### src/rtl/pipe_pkg.sv
// Shared definitions for the elastic pipeline: stage limit, per-stage debug
// control view and the popcount used for the occupancy output.
package pipe_pkg;

    localparam int PIPE_MAX_STAGES = 16;
    localparam int PIPE_CNT_W      = $clog2(PIPE_MAX_STAGES + 1);

    typedef struct packed {
        logic valid;    // registered valid bit of the stage
        logic flushed;  // stage holds an entry that is being killed this cycle
    } pipe_ctrl_t;

    function automatic logic [PIPE_CNT_W-1:0] popcount(input logic [PIPE_MAX_STAGES-1:0] bits);
        logic [PIPE_CNT_W-1:0] cnt;
        cnt = '0;
        for (int i = 0; i < PIPE_MAX_STAGES; i++) begin
            cnt = cnt + PIPE_CNT_W'(bits[i]);
        end
        return cnt;
    endfunction

endpackage

### src/rtl/elastic_pipe_stage.sv
// One register slice of the elastic pipe: a valid bit plus a clock-enabled
// payload register. Load wins over clear; otherwise the slice holds.
module elastic_pipe_stage #(
    parameter int               WIDTH      = 32,
    parameter logic [WIDTH-1:0] RESET_DATA = '0
) (
    input  logic             clk,
    input  logic             rst,
    input  logic             i_load,
    input  logic             i_clear,
    input  logic [WIDTH-1:0] i_data,
    output logic             o_valid,
    output logic [WIDTH-1:0] o_data
);

    logic             r_valid;
    logic [WIDTH-1:0] r_data;

    // NOTE: sequential state uses non-blocking assignments so every stage samples
    // its predecessor's pre-edge value, which is what makes the chain shift.
    always_ff @(posedge clk or negedge rst) begin
        if (!rst) begin
            r_valid <= 1'b0;
        end else if (i_load) begin
            r_valid <= 1'b1;
        end else if (i_clear) begin
            r_valid <= 1'b0;
        end
    end

    // NOTE: the payload register is reset too, so invalid stages never read X
    // and downstream logic sees a known RESET_DATA value.
    always_ff @(posedge clk or negedge rst) begin
        if (!rst) begin
            r_data <= RESET_DATA;
        end else if (i_load) begin
            r_data <= i_data;
        end
    end

    assign o_valid = r_valid;
    assign o_data  = r_data;

endmodule

### src/rtl/elastic_pipe.sv
// N-stage valid/ready pipeline with bubble collapsing and per-stage flush.
// The ready chain and flush masking live here; storage lives in the slices.
module elastic_pipe
    import pipe_pkg::*;
#(
    parameter int               WIDTH      = 32,
    parameter int               STAGES     = 4,
    parameter logic [WIDTH-1:0] RESET_DATA = '0
) (
    input  logic                          clk,
    input  logic                          rst,
    input  logic                          in_valid,
    output logic                          in_ready,
    input  logic [WIDTH-1:0]              in_data,
    output logic                          out_valid,
    input  logic                          out_ready,
    output logic [WIDTH-1:0]              out_data,
    input  logic [STAGES-1:0]             flush_mask,
    output logic [STAGES-1:0]             stage_valid,
    output logic [$clog2(STAGES+1)-1:0]   occupancy
);

    localparam int OCC_W = $clog2(STAGES + 1);

    logic [STAGES-1:0]          w_valid;
    logic [STAGES-1:0]          w_live;
    logic [STAGES-1:0]          w_rdy;
    logic [STAGES-1:0]          w_next_rdy;
    logic [STAGES-1:0]          w_load;
    logic [STAGES-1:0]          w_clear;
    logic [PIPE_MAX_STAGES-1:0] w_valid_ext;
    pipe_ctrl_t                 w_ctrl [STAGES];
    logic [WIDTH-1:0]           w_din  [STAGES];
    logic [WIDTH-1:0]           w_dout [STAGES];

    // NOTE: every output of a combinational block gets a default first so no
    // path through the block can infer a latch.
    always_comb begin : ctrl_chain
        logic w_carry;
        w_live     = '0;
        w_rdy      = '0;
        w_next_rdy = '0;
        w_load     = '0;
        w_clear    = '0;
        for (int i = 0; i < STAGES; i++) begin
            w_ctrl[i].valid   = w_valid[i];
            w_ctrl[i].flushed = w_valid[i] & flush_mask[i];
            w_live[i]         = w_ctrl[i].valid & ~w_ctrl[i].flushed;
        end
        // Ready ripples from the output back to stage 0; a dead stage is always ready.
        w_carry = out_ready;
        for (int i = STAGES - 1; i >= 0; i--) begin
            w_next_rdy[i] = w_carry;
            w_rdy[i]      = ~w_live[i] | w_carry;
            w_carry       = w_rdy[i];
        end
        w_carry = in_valid;
        for (int i = 0; i < STAGES; i++) begin
            w_load[i]  = w_carry & w_rdy[i];
            w_clear[i] = (w_live[i] & w_next_rdy[i]) | w_ctrl[i].flushed;
            w_carry    = w_live[i];
        end
    end

    for (genvar g = 0; g < STAGES; g++) begin : g_stage
        if (g == 0) begin : g_head
            assign w_din[g] = in_data;
        end else begin : g_link
            assign w_din[g] = w_dout[g-1];
        end

        elastic_pipe_stage #(
            .WIDTH      (WIDTH),
            .RESET_DATA (RESET_DATA)
        ) u_stage (
            .clk     (clk),
            .rst     (rst),
            .i_load  (w_load[g]),
            .i_clear (w_clear[g]),
            .i_data  (w_din[g]),
            .o_valid (w_valid[g]),
            .o_data  (w_dout[g])
        );
    end

    always_comb begin
        w_valid_ext               = '0;
        w_valid_ext[STAGES-1:0]   = w_valid;
    end

    assign in_ready    = w_rdy[0];
    assign out_valid   = w_live[STAGES-1];
    assign out_data    = w_dout[STAGES-1];
    assign stage_valid = w_valid;
    assign occupancy   = OCC_W'(popcount(w_valid_ext));

endmodule

### config.mk
export PLATFORM = sky130hd
export DESIGN_NAME = elastic_pipe
export DESIGN_NICKNAME = d
export VERILOG_FILES = /design/src/rtl/pipe_pkg.sv /design/src/rtl/elastic_pipe_stage.sv /design/src/rtl/elastic_pipe.sv
export SDC_FILE = /design/constraint.sdc
export NUM_CORES = 1
export LEC_CHECK = 0
export CAP_MARGIN = 30
export CORE_MARGIN = 8
export CORE_UTILIZATION = 48
export DETAILED_ROUTE_END_ITERATION = 6
export GPL_ROUTABILITY_DRIVEN = 0
export PLACE_DENSITY = 0.79
export SKIP_CTS_REPAIR_TIMING = 1
export SLEW_MARGIN = 5
export SYNTH_ARGS = -nofsm -noshare
export SYNTH_HDL_FRONTEND = slang
export SYNTH_SLANG_ARGS = --single-unit
### constraint.sdc
create_clock -name clk -period 1.86 [get_ports clk]
set_input_delay 0.279 -clock clk [delete_from_list [all_inputs] [get_ports clk]]
set_output_delay 0.279 -clock clk [all_outputs]
set_load 0.02 [all_outputs]
# Word level (Yosys, flattened, before mapping)
# Cells that the tools add are included.
# totals
regBits	132
# op_classes
n_addsub	3
n_mux	8
bitwise	29
n_reduce_logical	4
# op_table
op	count
$and A1 B1 Y1	13
$mux W1	8
$not A1 Y1	8
$or A1 B1 Y1	8
$reduce_bool A2 Y1	4
$add A2 B1 Y3	1
$add A3 B1 Y3	1
$add A1 B1 Y2	1

# Logic depth before layout (Yosys ltp)
# Gate-level depths: netlist (run 1).
# logic_depth
word_depth	11
depth_mapped	6
mapped_depth_nobuf	5

# By module
# From an unflattened synthesis (run 1), not the netlist that was laid out.
# unflattened
cells_unflattened	310
area_unflattened_um2	5695.5
# by_module_without_submodules
mod	n_inst	cells_per_inst	area_per_inst_um2
elastic_pipe_stage	4	71	1377.6
elastic_pipe	1	26	185.2

# Least setup slack after synthesis (run 1)
# Ideal clock, no wire load.
# synth_timing
path_kind	flip-flop to flip-flop
start	reg g_stage[3].u_stage.r_valid
end	reg g_stage[0].u_stage.r_data[11]
setup_ns	0.125
arrival_time_ns	1.662
setup_slack_ns	0.073
stages_incl_launch_ff	6
path_buffers	2
synth_period_minus_slack_ns	1.787
path_cell_list	dfrtp_1 or3b_1 buf_6 o31ai_4 buf_6 mux2_2
# synth_via
elab_chain_cells	9
# synth_rtl
element	line	source
from (decl)	elastic_pipe_stage.sv:16	logic r_valid;
from (signal assigned)	elastic_pipe_stage.sv:23	r_valid <= 1'b0;
from (signal assigned)	elastic_pipe_stage.sv:25	r_valid <= 1'b1;
from (signal assigned)	elastic_pipe_stage.sv:27	r_valid <= 1'b0;
$and A1 B1 Y1	elastic_pipe.sv:47	w_ctrl[i].flushed = w_valid[i] & flush_mask[i];
$not A1 Y1	elastic_pipe.sv:48	w_live[i] = w_ctrl[i].valid & ~w_ctrl[i].flushed;
$and A1 B1 Y1 *	elastic_pipe.sv:48	
$not A1 Y1 *	elastic_pipe.sv:54	w_rdy[i] = ~w_live[i] | w_carry;
$or A1 B1 Y1 * (4 in a row)	elastic_pipe.sv:54	
$and A1 B1 Y1 *	elastic_pipe.sv:59	w_load[i] = w_carry & w_rdy[i];
to (signal assigned)	elastic_pipe_stage.sv:37	r_data <= i_data;
to (decl)	elastic_pipe_stage.sv:17	logic [WIDTH-1:0] r_data;
# Every way passes the cells marked *; elsewhere a longest branch is shown, timed or not.
# A chain may end at the register's enable or synchronous reset.

# Final worst setup path (run 1)
# layout_timing
start	reg g_stage[1].u_stage.r_valid
end	out occupancy[1]
# layout_via
elab_chain_cells	3
# layout_rtl
element	line	source
from (decl)	elastic_pipe_stage.sv:16	
from (signal assigned)	elastic_pipe_stage.sv:23	
from (signal assigned)	elastic_pipe_stage.sv:25	
from (signal assigned)	elastic_pipe_stage.sv:27	
$add A1 B1 Y2	pipe_pkg.sv:17	cnt = cnt + PIPE_CNT_W'(bits[i]);
$add A2 B1 Y3	pipe_pkg.sv:17	
$add A3 B1 Y3	pipe_pkg.sv:17	
to (decl)	elastic_pipe.sv:20	output logic [$clog2(STAGES+1)-1:0] occupancy
# No other way between the ends.

==> flow_summary.toml, run 1 <==
[floorplanning]
die_w_microns = 120
rows = 38
dieArea_sq_um = 14400
fp.dieH_microns = 120
core_area_sq_um = 10700
start_util_pct = 48.7
io_pins = 81

[setup_path]
r2r-end = "g_stage[0].u_stage.o_data[14]"
critPathRequiredTime_ns = 1.58
path_class = "reg2out"
cp-end-kind = "output port"
critPathMaxFanout = 2
r2r_start = "g_stage[3].u_stage.o_valid"
rrSetupSlack_ns = -0.22
rr_worst_depth = 8
critPathLaunchType = "flop"
critPathArrivalTime_ns = 2.07

[synth]
synth_cell_types = 20
synth.most_common_cell = "dfrtp_1"
synthCells = 303
synth_seq_area_share_pct = 63.4
syn_area_per_cell_sq_um = 17.2
ys_ff_latch = 132
synth_flop_cell = "dfrtp_1"
syn_nets = 346
ys_warn_count = 0
synthArstFlopShare_pct = 100
synthTopCellsByCount = "dfrtp_1 (132), mux2_2 (96), mux2_4 (21)"
synth_area_sq_um = 5210
synth_enable_flop_cells = 0
synth_area_leaders = "dfrtp_1 (63%), mux2_2 (21%), mux2_4 (6.1%)"
yosys.area.top_type = "dfrtp_1"
yosys.area.top_type_share_pct = 63.4

[drt]
drtIter0Drc = 101
routedWlPerCell_microns = 20.1
via_count = 2856
viasPerCell = 5.06
drc = 0
ant_nets = 0
first_pass_iters = 5
drt_wl_total_microns = 11300

[flow_run]
drv_cap = 0

[power_and_ir_drop]
vdd_drop_max_v = 0.000644
p_per_area_nw_per_um2 = 1330
leakagePower_nw = 3.30

[global_routing]
grt_pass1_wl_microns = 16000
grt-ovfl-total = 0
grt_pass1_vias = 3088
grt_max_degree = 60
antenna_found_initial = 0
track_usage_pct = 14.4

[timing]
fin_hold_ws_ns = 0.232
fmax_ghz = 0.426
hold_violations = 0
rsz0062_at_grt = "yes"
min_period_ns = 2.35
maxSlewHeadroom_pct = 74.8
worst_pin_slew_ns = 0.378
finalSetupViolCount = 100
report.final.slew_viol_count = 0
setup_ws_ns = -0.486
fin_crit_sh_pct = 126
final.setup.tns_ns = -17.29
skew_ns = 0.00540

[final_layout]
finish.instance_area_sq_um = 7250
final_cell_count_no_fill = 564
area_growth_pct = 39.2
antenna_cells = 0
drive_above_1_share_pct = 46.9
nets = 457

[clocking]
cts_root_buf = "clkbuf_8"
path_clk_slew_ns = 0.05
cts_tree = "built"
clock_path_buffers = 2
cts-buffers-inserted = 17
clock-sinks = 132
clk_latency_ns = 0.51
h-tree-depth = 4

[place]
place_ws_ns = -0.467
io_buffers = 80
hpwl_microns = 6130
dp.cells = 519
place_area_sq_um = 6200

[min_path]
hold_class = "in2async"

[status]
violations = "negative setup slack"
status = "finished with violations"
## layer usage
metal / track usage [%] / vias up / wire length, microns
li1: - / 1279 / -
met1: 16.6 / 1497 / 4750
met2: 24.1 / 60 / 5910
met3: 4.42 / 20 / 388
met4: 6.79 / 0 / 272
met5: 0 / - / 0
## power by group
part	leakage (nW)	internal, mW	total, mW	switching, mW
clock	0.281	2.12	3.25	1.13
sequential	1.58	3.63	4.04	0.407
combinational	1.44	1.39	2.33	0.942
total	3.30	7.15	9.62	2.48
## layout make-up
class	count	area, sq um
Multi-Input combinational cell	146	1850
Timing Repair Buffer	112	1330
Clock inverter	5	100
Tap cell	140	175
Sequential cell	132	3300
Inverter	5	18.8
Fill cell	733	3450
Clock buffer	24	470
## layout by cell type (no fill, tap or decap), drive strengths merged
cell           netlist  layout
dfrtp              132     132
mux2               128     128
clkdlybuf4s50        0      70
clkbuf               0      30
buf                 20      30
dlymetal6s2s         0       5
inv                  5       5
nand2b               4       4
bufinv               0       3
o21ba                2       2
o21ai                2       2
ha                   2       2
clkinv               0       2
or3b                 1       1
nand4bb              1       1
or3                  1       1
nor2                 1       1
nor2b                1       1
o31ai                1       1
nand2                1       1
fa                   1       1
dlygate4sd3          0       1
## stage by stage
| step | power [mW] | utilization, % |
|---|---|---|
| after floorplan | 5.21 | - |
| after global placement | 6.20 | 57.9 |
| after detailed placement | 6.29 | 57.9 |
| after CTS | 9.57 | 63.3 |
| after global routing | 10.0 | 67.8 |
| final | 9.62 | 67.8 |
## cell families after synthesis
family	count (synthesis)	share of synthesized area, %
buffers and inverters	25	4.28
flip-flops	132	63.4
AO/OA/AOI/OAI	5	0.985
adder cells (fa/ha/maj)	3	0.865
AND/OR/NAND/NOR	10	1.25
multiplexers	128	29.2
## registers in the layout (all words and copies together), names as in the netlist
signal                   count
g_stage.u_stage.o_valid      4
g_stage.u_stage.o_data     128
## worst max path at each step
| stage | from | end | slack [ns] | cells after the start |
|---|---|---|---|---|
| 2_1_floorplan | g_stage[3].u_stage.o_valid | g_stage[0].u_stage.o_data[11] | 0.07 | 5 |
| 3_3_place_gp | flush_mask[3] | in_ready | -0.46 | 4 |
| 3_5_place_dp | flush_mask[3] | in_ready | -0.47 | 4 |
| 4_1_cts | g_stage[0].u_stage.o_valid | occupancy[1] | -0.97 | 6 |
| 5_1_grt | g_stage[1].u_stage.o_valid | occupancy[1] | -0.55 | 6 |
| 6_report | g_stage[1].u_stage.o_valid | occupancy[1] | -0.49 | 6 |
## critical path, cell delays in order (launching register included)
cell and delay, ns:
dfrtp_1 0.37, inv_2 0.05, fa_1 0.57, inv_2 0.05, ha_4 0.16, ha_4 0.25
buf_6 0.10
No activity file was read; power rests on OpenSTA's default activity.
==> run 2: changes to the inputs <==
--- a/config.mk
+++ b/config.mk
@@ -7,10 +7,10 @@
 export LEC_CHECK = 0
 export CAP_MARGIN = 30
 export CORE_MARGIN = 8
-export CORE_UTILIZATION = 48
+export CORE_UTILIZATION = 45
 export DETAILED_ROUTE_END_ITERATION = 6
 export GPL_ROUTABILITY_DRIVEN = 0
-export PLACE_DENSITY = 0.79
+export PLACE_DENSITY = 0.75
 export SKIP_CTS_REPAIR_TIMING = 1
 export SLEW_MARGIN = 5
 export SYNTH_ARGS = -nofsm -noshare
==> run 2 against run 1 <==
Compared with the run above: largest power group unchanged; the flow still finishes with violations (negative setup slack); cell area grew 1.1%; critical path type unchanged; fmax grew 5.4%; clock power grew 6%; total power grew 2.2%; global-route usage shrank 0.12 points; combinational power is essentially flat; via count grew 0.14%; core utilization shrank 3.3 points.
==> flow_summary.toml, run 2 (synthesis results as in run 1) <==
[status]
status = "finished with violations"
violations = "negative setup slack"

[global_routing]
grt-ovfl-total = 0
grt_pass1_vias = 3078
grt_max_degree = 51
track_usage_pct = 14.2
antenna_found_initial = 0
grt_pass1_wl_microns = 16100

[clocking]
path_clk_slew_ns = 0.06
clk_latency_ns = 0.41
cts-buffers-inserted = 17
cts_root_buf = "clkbuf_16"
h-tree-depth = 4
clock-sinks = 132
clock_path_buffers = 2
cts_tree = "built"

[drt]
drtIter0Drc = 184
ant_nets = 0
drc = 0
via_count = 2860
viasPerCell = 4.98
first_pass_iters = 4
drt_wl_total_microns = 11200
routedWlPerCell_microns = 19.5

[place]
io_buffers = 80
place_area_sq_um = 6200
hpwl_microns = 6540

[final_layout]
fin_util_pct = 64.5
final_common_cell = "dfrtp_1"
seq_area_sq_um = 3300
multi_input_area_sq_um = 1850
final_cell_mix = "dfrtp_1 (131), mux2_2 (73), clkdlybuf4s50_1 (71)"
n_fill_cell = 827
largest_reg_flops = 128
area_growth_pct = 40.8
antenna_cells = 0
nets = 461
drive_above_1_share_pct = 47.8
finish.instance_area_sq_um = 7330

[setup_path]
rrSetupSlack_ns = -0.10
crit_path_end = "occupancy[1]"
critPathArrivalTime_ns = 1.95
critPathLaunchType = "flop"
r2r_start = "g_stage[3].u_stage.o_valid"
cp-end-kind = "output port"
r2r-end = "g_stage[0].u_stage.o_data[19]"
rr_worst_depth = 7
critPathRequiredTime_ns = 1.58
critPathMaxFanout = 2
crit_path_start = "g_stage[1].u_stage.o_valid"
path_class = "reg2out"

[floorplanning]
dieArea_sq_um = 15300
die_w_microns = 124
rows = 39
fp.dieH_microns = 124
start_util_pct = 45.8
core_area_sq_um = 11400
io_pins = 81

[min_path]
hold_class = "in2async"

[timing]
fin_crit_sh_pct = 120
hold_violations = 0
maxSlewHeadroom_pct = 69.9
setup_ws_ns = -0.367
rsz0062_at_grt = "yes"
skew_ns = 0.00597
min_period_ns = 2.23
finalSetupViolCount = 100
worst_pin_slew_ns = 0.451
fmax_ghz = 0.449
report.final.slew_viol_count = 0

[power_and_ir_drop]
leakagePower_nw = 3.31
p_per_area_nw_per_um2 = 1340
power_mw = 9.83
vdd_drop_max_v = 0.000916

[flow_run]
drv_cap = 0
run 2: cell types whose count changed in the layout (fill, tap and decap cells not counted), sizes merged, moves of 2 or more:
cell / delta
dlymetal6s2s: -2
buf: +4
clkinvlp: +2
clkinv: +2
run 2: per-layer routing:
layer	wire, microns	track usage [%]
met1	4800	16.4
met2	5730	23.4
met3	510	4.71
met4	148	7.45
met5	0	0
run 2: how the worst min path moves through the flow:
stage	startpoint	endpoint	slack, ns
after floorplan	rst	g_stage[0].u_stage.o_data[0]	-0.02
after global placement	rst	g_stage[0].u_stage.o_data[1]	0.24
after detailed placement	rst	g_stage[0].u_stage.o_data[3]	0.25
after CTS	rst	g_stage[0].u_stage.o_data[3]	-0.20
after global routing	rst	g_stage[0].u_stage.o_data[1]	0.42
final	rst	g_stage[0].u_stage.o_data[1]	0.38
run 2: where the power goes:
part	internal [mW]	switching, mW	total, mW	leakage (nW)
Sequential	3.63	0.427	4.06	1.58
Clock	2.27	1.18	3.44	0.294
Combinational	1.40	0.932	2.33	1.44
Total	7.30	2.53	9.83	3.31
run 2: layout make-up:
class / count / share of cell area [%]
repair buffers: 116 / 18.6
flip-flops and latches: 132 / 45.1
inverters: 5 / 0.256
multi-input cells: 146 / 25.3
well taps: 143 / 2.44
clock buffers: 22 / 6.19
clock inverters: 10 / 2.12
run 2: per-stage QoR:
step	cells	hold WS (ns)	setup WS, ns	TNS, ns
global route	574	0.419	-0.436	-11.57
floorplan	303	-0.0166	0.0734	0
finish	574	0.378	-0.367	-7.31
detailed placement	525	0.246	-0.505	-48.26
CTS	557	-0.201	-0.917	-18.93
global placement	525	0.238	-0.498	-46.25
run 2: critical path, cell delays in order (launching register included):
cell and delay (ns):
dfrtp_1 0.37, inv_2 0.05, fa_1 0.55, inv_2 0.06, ha_4 0.16, ha_4 0.25
buf_6 0.10
